$ cat config.mk
export PLATFORM = sky130hd
export DESIGN_NAME = boot_copy_ctl
export DESIGN_NICKNAME = d
export VERILOG_FILES = /design/src/rtl/boot_copy_ctl.sv
export SDC_FILE = /design/constraint.sdc
export NUM_CORES = 1
export LEC_CHECK = 0
export CORE_UTILIZATION = 40
export DETAILED_ROUTE_END_ITERATION = 12
export MAX_ROUTING_LAYER = met4
export PLACE_DENSITY = 0.83
export SYNTH_ARGS = -nofsm -noshare
export SYNTH_HDL_FRONTEND = slang
export SYNTH_SLANG_ARGS = --single-unit
$ cat constraint.sdc
create_clock -name clk -period 2.2 [get_ports clk]
set_input_delay 0.44 -clock clk [delete_from_list [all_inputs] [get_ports clk]]
set_output_delay 0.44 -clock clk [all_outputs]
set_load 0.1 [all_outputs]
$ cat src/rtl/boot_copy_ctl.sv
// boot_copy_ctl: boot-image copy sequencer.
// Copies ceil(romsiz/2) words (capped at MAX_WORDS) from the boot ROM into RAM
// through a req/ack write port. It holds the CPU core in reset until the copy finishes.
// Optional feature macro: BOOT_COPY_VERIFY_EN. When it is defined, a read-back
// verify pass runs after the copy and sets the sticky err flag on a mismatch.
module boot_copy_ctl #(
    parameter logic [15:0] DST_BASE  = 16'h0000,
    parameter int unsigned MAX_WORDS = 256
) (
    input  logic        clk,
    input  logic        rst,
    output logic [7:0]  rom_adr,
    input  logic [15:0] rom_dat,
    input  logic [15:0] romsiz,
    output logic        mem_req,
    output logic        mem_we,
    output logic [15:0] mem_adr,
    output logic [15:0] mem_wdat,
    input  logic        mem_ack,
    input  logic [15:0] mem_rdat,
    output logic        cpu_rst,
    output logic        busy,
    output logic        done,
    output logic        err
);

    typedef enum logic [2:0] {
        ST_IDLE,
        ST_SIZE,
        ST_RD,
        ST_WR,
        ST_VRD,
        ST_VCMP,
        ST_DONE
    } state_t;

    state_t      r_state, w_state_nxt;
    logic [8:0]  r_i, w_i_nxt;
    logic [8:0]  r_n, w_n_nxt;
    logic [7:0]  r_rom_adr;
    logic        r_mem_req, w_mem_req_nxt;
    logic        r_mem_we, w_mem_we_nxt;
    logic [15:0] r_mem_adr, w_mem_adr_nxt;
    logic [15:0] r_mem_wdat, w_mem_wdat_nxt;
    logic        r_cpu_rst, r_busy, r_done;
    logic        w_busy_nxt, w_done_nxt, w_cpu_rst_nxt;
    logic [8:0]  w_i_inc;
    logic [15:0] w_dst_adr;
    logic [16:0] w_words;
    logic [8:0]  w_n_calc;

    // Word count: round odd byte sizes up, then clamp to MAX_WORDS.
    assign w_words  = ({1'b0, romsiz} + 17'd1) >> 1;
    assign w_n_calc = (w_words > 17'(MAX_WORDS)) ? 9'(MAX_WORDS) : w_words[8:0];
    assign w_i_inc  = r_i + 9'd1;
    assign w_dst_adr = DST_BASE + {7'd0, r_i};

`ifdef BOOT_COPY_VERIFY_EN
    logic [15:0] r_rdat, w_rdat_nxt;
    logic        r_err, w_err_nxt;
    assign err = r_err;
`else
    logic w_unused_rdat;
    assign w_unused_rdat = ^mem_rdat;
    assign err = 1'b0;
`endif

    // Next-state and next-output computation; every output is registered below.
    always_comb begin
        w_state_nxt    = r_state;
        w_i_nxt        = r_i;
        w_n_nxt        = r_n;
        w_mem_req_nxt  = r_mem_req;
        w_mem_we_nxt   = r_mem_we;
        w_mem_adr_nxt  = r_mem_adr;
        w_mem_wdat_nxt = r_mem_wdat;
`ifdef BOOT_COPY_VERIFY_EN
        w_rdat_nxt     = r_rdat;
        w_err_nxt      = r_err;
`endif
        case (r_state)
            ST_IDLE: begin
                w_state_nxt = ST_SIZE;
            end
            ST_SIZE: begin
                w_n_nxt     = w_n_calc;
                w_i_nxt     = '0;
                w_state_nxt = (w_n_calc == '0) ? ST_DONE : ST_RD;
            end
            ST_RD: begin
                w_mem_wdat_nxt = rom_dat;
                w_mem_req_nxt  = 1'b1;
                w_mem_we_nxt   = 1'b1;
                w_mem_adr_nxt  = w_dst_adr;
                w_state_nxt    = ST_WR;
            end
            ST_WR: begin
                if (mem_ack) begin
                    w_mem_req_nxt = 1'b0;
                    w_i_nxt       = w_i_inc;
                    if (w_i_inc < r_n) begin
                        w_state_nxt = ST_RD;
                    end else begin
`ifdef BOOT_COPY_VERIFY_EN
                        w_i_nxt     = '0;
                        w_state_nxt = ST_VRD;
`else
                        w_state_nxt = ST_DONE;
`endif
                    end
                end
            end
`ifdef BOOT_COPY_VERIFY_EN
            // VRD spends one cycle raising the registered request, then waits for ack.
            ST_VRD: begin
                if (!r_mem_req) begin
                    w_mem_req_nxt = 1'b1;
                    w_mem_we_nxt  = 1'b0;
                    w_mem_adr_nxt = w_dst_adr;
                end else if (mem_ack) begin
                    w_rdat_nxt    = mem_rdat;
                    w_mem_req_nxt = 1'b0;
                    w_state_nxt   = ST_VCMP;
                end
            end
            ST_VCMP: begin
                if (r_rdat != rom_dat) begin
                    w_err_nxt = 1'b1;
                end
                w_i_nxt     = w_i_inc;
                w_state_nxt = (w_i_inc < r_n) ? ST_VRD : ST_DONE;
            end
`endif
            ST_DONE: begin
                w_state_nxt = ST_DONE;
            end
            default: begin
                w_state_nxt = ST_IDLE;
            end
        endcase
        w_busy_nxt    = (w_state_nxt != ST_IDLE) && (w_state_nxt != ST_DONE);
        w_done_nxt    = (w_state_nxt == ST_DONE);
        w_cpu_rst_nxt = (w_state_nxt != ST_DONE);
    end

    // State and output registers with synchronous reset.
    always_ff @(posedge clk) begin
        if (rst) begin
            r_state    <= ST_IDLE;
            r_i        <= '0;
            r_n        <= '0;
            r_rom_adr  <= '0;
            r_mem_req  <= 1'b0;
            r_mem_we   <= 1'b0;
            r_mem_adr  <= DST_BASE;
            r_mem_wdat <= '0;
            r_cpu_rst  <= 1'b1;
            r_busy     <= 1'b0;
            r_done     <= 1'b0;
`ifdef BOOT_COPY_VERIFY_EN
            r_rdat     <= '0;
            r_err      <= 1'b0;
`endif
        end else begin
            r_state    <= w_state_nxt;
            r_i        <= w_i_nxt;
            r_n        <= w_n_nxt;
            r_rom_adr  <= w_i_nxt[7:0];
            r_mem_req  <= w_mem_req_nxt;
            r_mem_we   <= w_mem_we_nxt;
            r_mem_adr  <= w_mem_adr_nxt;
            r_mem_wdat <= w_mem_wdat_nxt;
            r_cpu_rst  <= w_cpu_rst_nxt;
            r_busy     <= w_busy_nxt;
            r_done     <= w_done_nxt;
`ifdef BOOT_COPY_VERIFY_EN
            r_rdat     <= w_rdat_nxt;
            r_err      <= w_err_nxt;
`endif
        end
    end

    assign rom_adr  = r_rom_adr;
    assign mem_req  = r_mem_req;
    assign mem_we   = r_mem_we;
    assign mem_adr  = r_mem_adr;
    assign mem_wdat = r_mem_wdat;
    assign cpu_rst  = r_cpu_rst;
    assign busy     = r_busy;
    assign done     = r_done;

endmodule

* After elaboration in Yosys (flattened, before gate mapping)
Index checks and enable logic that the tools add are counted.
** Word-level totals
- Flip-flop bits (word level) :: 51
- Bits in latches :: 0
- RAM bits :: 0
- Bits in read-only memories :: 0
- Input bits :: 51
- Output and inout port bits :: 46
- Logic and storage cells :: 39
- Memories :: 0
** Operators by class
- Add/subtract/negate cells :: 2
- Multiply operators :: 0
- Divide/modulo/power cells :: 0
- Magnitude comparators :: 2
- Eq/ne operators :: 7
- Shifts and indexed selects :: 0
- Muxes and demuxes :: 9
- Bitwise gates (word level) :: 0
- Reductions and logical operators :: 8
** Operator list (count)
- two-way mux 9 bit :: 2
- case mux 9 bit (2 select lines) :: 1
- adder 16 x 1 -> 17 bit (second input constant) :: 1
- greater-than comparator 16 x 9 -> 1 bit (second input constant) :: 1
- case mux 3 bit (5 select lines) :: 1
- adder 9 x 1 -> 9 bit (second input constant) :: 1
- zero test 9 bit :: 1
- less-than comparator 9 bit :: 1
- two-way mux 3 bit :: 3
- == test 3 x 2 -> 1 bit (second input constant) :: 2
- == test 3 bit (second input constant) :: 2
- AND reduction 2 bit :: 2
- nonzero test 2 bit :: 2
- == test 3 x 1 -> 1 bit (second input constant) :: 1
- zero test 3 bit :: 1
- inequality test 3 bit (second input constant) :: 1
- nonzero test 3 bit :: 1
- inequality test 2 bit (second input constant) :: 1
- case mux 1 bit (2 select lines) :: 1
- logical AND 1 bit :: 1
- two-way mux 1 bit :: 1

* Longest topological paths before layout
- Word-level depth :: 8
- Depth in mapped cells :: 10

* Worst setup path before layout
OpenSTA, ideal clock, no wires.
- Path kind :: reg-to-reg
- Start point :: reg r_i[0]
- End point :: reg r_done, in the netlist done
- Setup time :: 0.120 ns
- Arrival :: 2.195 ns
- Required time :: 2.080 ns
- Slack :: -0.114 ns
- Stages on the path, launching flop included :: 10
- Path buffers :: 0
- Cells stage by stage :: dfxtp_1 > ha_1 > and3_1 > and3_1 > nand3_1 > xnor2_1 > ha_1 > a211oi_1 > a21oi_1 > o31a_1
** On the way
- Word-level cells in the longest chain between the ends :: 6
** RTL lines
- from (decl) :: RTL line 38 : logic [8:0] r_i, w_i_nxt;
- from (signal assigned) :: RTL line 166 : r_i <= w_i_nxt;
- adder 9 x 1 -> 9 bit :: RTL line 55 : assign w_i_inc = r_i + 9'd1;
- less-than comparator 9 bit :: RTL line 101 : if (w_i_inc < r_n) begin
- two-way mux 3 bit :: RTL line 101
- two-way mux 3 bit :: RTL line 98 : if (mem_ack) begin
- case mux 3 bit (5 select lines) :: RTL line 81 : case (r_state)
- == test 3 bit :: RTL line 142 : w_done_nxt = (w_state_nxt == ST_DONE);
- to (signal assigned) :: RTL line 175 : r_done <= w_done_nxt;
- to (decl) :: RTL line 45 : logic r_cpu_rst, r_busy, r_done;
No other way between the ends.
A chain may end at the register's enable or synchronous reset.

* Final worst setup path
- Start point :: reg r_i[1]
- End point :: reg r_cpu_rst, in the netlist cpu_rst
** On the way
- Word-level cells in the longest chain between the ends :: 6
** RTL lines
- adder 9 x 1 -> 9 bit :: RTL line 55
- less-than comparator 9 bit :: RTL line 101
- two-way mux 3 bit :: RTL line 101
- two-way mux 3 bit :: RTL line 98
- case mux 3 bit (5 select lines) :: RTL line 81
- inequality test 3 bit :: RTL line 143 : w_cpu_rst_nxt = (w_state_nxt != ST_DONE);
- to (signal assigned) :: RTL line 173 : r_cpu_rst <= w_cpu_rst_nxt;
- to (decl) :: RTL line 45
No other way between the ends.

==> impl_metrics.tcl <==
set metrics [dict create \
    outcome "finished with violations" \
    violations "negative setup slack" \
    required_ps 2390 \
    hold_path_end "mem_wdat[2]" \
    core_mm2 0.00603 \
    ctsRootBufferMaster "clkbuf_8" \
    cp_max_fo 4 \
    p_switching_mw 0.693 \
    p_leak_nw 1.52 \
    die_w_um 81.9 \
    synth_top_area_cell "dfxtp_1" \
    p_comb_share_pct 25.1 \
    worstHoldStart "mem_wdat[2]" \
    viasPerCell 4.98 \
    yosysUniqueCellTypes 47 \
    clock_path_buffers 2 \
    rows 28 \
    cp_common_cell "and3_4" \
    via_count 2451 \
    ant_nets 0 \
    wl_met3_um 237 \
    power.share.clock_pct 27.8 \
    slowest_stage "dfxtp_4" \
    overflow 0 \
    slew_viol_final 0 \
    cts_hold_buf 0 \
    vdd_drop_max_uv 381 \
    place.gp.congestion 0.852 \
    cts-htree-levels 2 \
    grt_pass1_wl_um 10000 \
    port_buffers 72 \
    setup_violations 4 \
    cap_violations 0 \
    grt_pass1_vias 2351 \
    crit_type "flip-flop to flip-flop" \
    fin_skew_ps 12.1 \
    m1WireLength_um 2650 \
    drc 0 \
    crit_chain "buf_4 > and3_4 > and3_4 > xor2_1 > ha_1 > o2111ai_1 > o21ai_1 > o2111ai_2 > a21oi_2 > o31ai_1" \
    cts_buffers 5 \
    antenna_found_initial 0 \
    synth_cells 319 \
    ios 97 \
    first_pass_iters 6 \
    num-nets-final 477 \
    p_seq_share_pct 47.1 \
    rrSetupSlack_ps -60 \
    max_stage_delay_ps 370 \
    synth_edf_count 0 \
    nFillCells 545 \
    die_h_um 81.9 \
    reg2reg_from "r_i[1]" \
    final_common_cell "buf_4" \
    place_area_mm2 0.00344 \
    dieArea_mm2 0.00670 \
    drive_above_1_share_pct 28.3 \
    holdPathStages 2 \
    synthTopCellsByArea "dfxtp_1 (40%), nand2_1 (10%), a21oi_1 (7.1%), ha_1 (4.9%), buf_4 (4.7%)" \
    drtIter0Drc 94 \
    layout_min_cycle_time_ps 2260 \
    wirelength_um 6100 \
    startpoint_type "flip-flop" \
    wire_per_inst_um 12.4 \
    fmax_ghz 0.443 \
    rsz0062_at_grt "yes" \
    syn_area_per_cell_um2 8.00 \
    clock_sinks 51 \
    synthFlopType "dfxtp_1" \
    final_cell_mix "buf_4 (78), nand2_1 (69), dfxtp_1 (49), a21oi_1 (35), clkdlybuf4s50_1 (32)" \
    grt_usage_pct 19.6 \
    tritoncts "yes" \
    insertion_delay_ps 310 \
    end_kind "flip-flop" \
    cts.clk_slew.worst_paths_ps 100 \
    start_util_pct 42.4 \
    area_delta_synth_final_pct 43.4 \
    final_cell_area_mm2 0.00366 \
    ys_warn_count 0 \
    rr_worst_depth 10 \
    async_flop_share_pct 0 \
    hold_viol_final 0 \
    top_layer_used "met4" \
    synth.yosys.seq_area_share_pct 40.0 \
    crit_arrival_ps 2450 \
    timing.final.crit_share_pct 103 \
    r2r_end "cpu_rst" \
    antennaDiodeCount 0 \
    synth_top_area_share_pct 40.0 \
    finish.utilization_pct 60.8 \
    ys_ff_latch 51 \
    p_int_mw 1.36 \
    grt_max_degree 28 \
    fin_total_pwr_mw 2.06 \
    syn_area_mm2 0.00255 \
    power_density_mw_per_mm2 561 \
    hp-class "flip-flop to flip-flop" \
    dr_wl_met2_um 3100 \
    p_sw_share_pct 33.7 \
    hpwl_um 4480 \
    layout_setup_ws_ps -57.5 \
]
registers in the layout, summed over array words and instances (netlist names):
register  flops
mem_wdat     16
mem_adr       9
r_i           9
r_n           9
r_state       3
busy          1
cpu_rst       1
done          1
mem_req       1
mem_we        1
synthesized netlist by cell type (all sizes together) (2+ instances only):
cell type  instances
buf               17
ha                10
xnor2              6
a311oi             2
a22oi              4
or2                2
nand2b             2
nand2             69
and3               9
o2111ai            3
nor2              22
nand4              4
nor4               2
clkbuf            13
dfxtp             51
inv               10
xor2               9
nor3               4
o31a               2
nand3b             3
mux2i              2
o21ai             15
nand3              7
a211oi             5
a21oi             36
timing repair:
item	CTS	global route
setup endpoints to repair	4	12
setup buffers	2	0
resized for setup	10	13
gates cloned	0	0
pin swaps	8	12
per-layer routing:
| metal | track usage, % | vias up |
|---|---|---|
| met5 | - | - |
| met3 | 3.78 | 12 |
| li1 | - | 1265 |
| met2 | 34.6 | 61 |
| met1 | 22.1 | 1113 |
| met4 | 5.96 | 0 |
worst max-delay path by stage:
| stage | start | endpoint | slack (ps) | cells past startpoint |
|---|---|---|---|---|
| 2_1_floorplan | r_i[0] | done | 30 | 9 |
| 4_1_cts | r_i[1] | done | 1 | 10 |
| 5_1_grt | r_i[1] | done | -130 | 9 |
| 6_report | r_i[1] | cpu_rst | -60 | 10 |
| 3_3_place_gp | romsiz[0] | done | -220 | 8 |
| 3_5_place_dp | romsiz[0] | r_n[4] | -320 | 8 |
critical path, delay by kind of cell (launching register included):
family	cells	cell delay, ps
xor gates and xnor gates	1	150
and+or+nand+nor	2	340
adders and majority gates	1	320
DFF	1	370
buffers and inverters	1	130
AOI/OAI and AO/OA	5	850
metrics by stage:
| step | std cells | TNS [ps] | hold WS (ps) | setup slack [ps] |
|---|---|---|---|---|
| finish | 492 | -156 | 459 | -57.5 |
| floorplan | 326 | 0 | 425 | 32.5 |
| detailed placement | 482 | -3490 | 446 | -318 |
| CTS | 492 | 0 | 459 | 1.24 |
| global route | 492 | -471 | 480 | -133 |
| global placement | 482 | -2460 | 443 | -220 |
kinds of logic after synthesis:
kind of cell / Yosys count / share of synthesized area, %
other: 1 / 0.147
AO/OA/AOI/OAI: 71 / 17.0
multiplexers: 2 / 0.784
XOR/XNOR: 15 / 5.15
adder cells (fa/ha/maj): 10 / 4.90
AND/OR/NAND/NOR: 129 / 23.7
buffers and inverters: 40 / 8.33
flip-flops: 51 / 40.0
final cells by class:
| class | instances | area (um^2) | share of cell area (%) |
|---|---|---|---|
| Sequential cell | 51 | 1030 | 28.1 |
| Inverter | 10 | 37.5 | 1.03 |
| Multi-Input combinational cell | 235 | 1460 | 39.9 |
| Tap cell | 75 | 93.8 | 2.56 |
| Timing Repair Buffer | 113 | 942 | 25.7 |
| Clock buffer | 6 | 82.6 | 2.26 |
| Clock inverter | 2 | 16.3 | 0.444 |
power by group through the flow:
stage	Sequential (mW)	Clock [mW]	Combinational [mW]
after floorplan	1.15	0	0.199
after global placement	0.990	0	0.500
after detailed placement	0.991	0	0.508
after CTS	0.968	0.593	0.512
after global routing	0.973	0.625	0.547
final	0.968	0.572	0.516
Power figures use the tool's default switching activity.
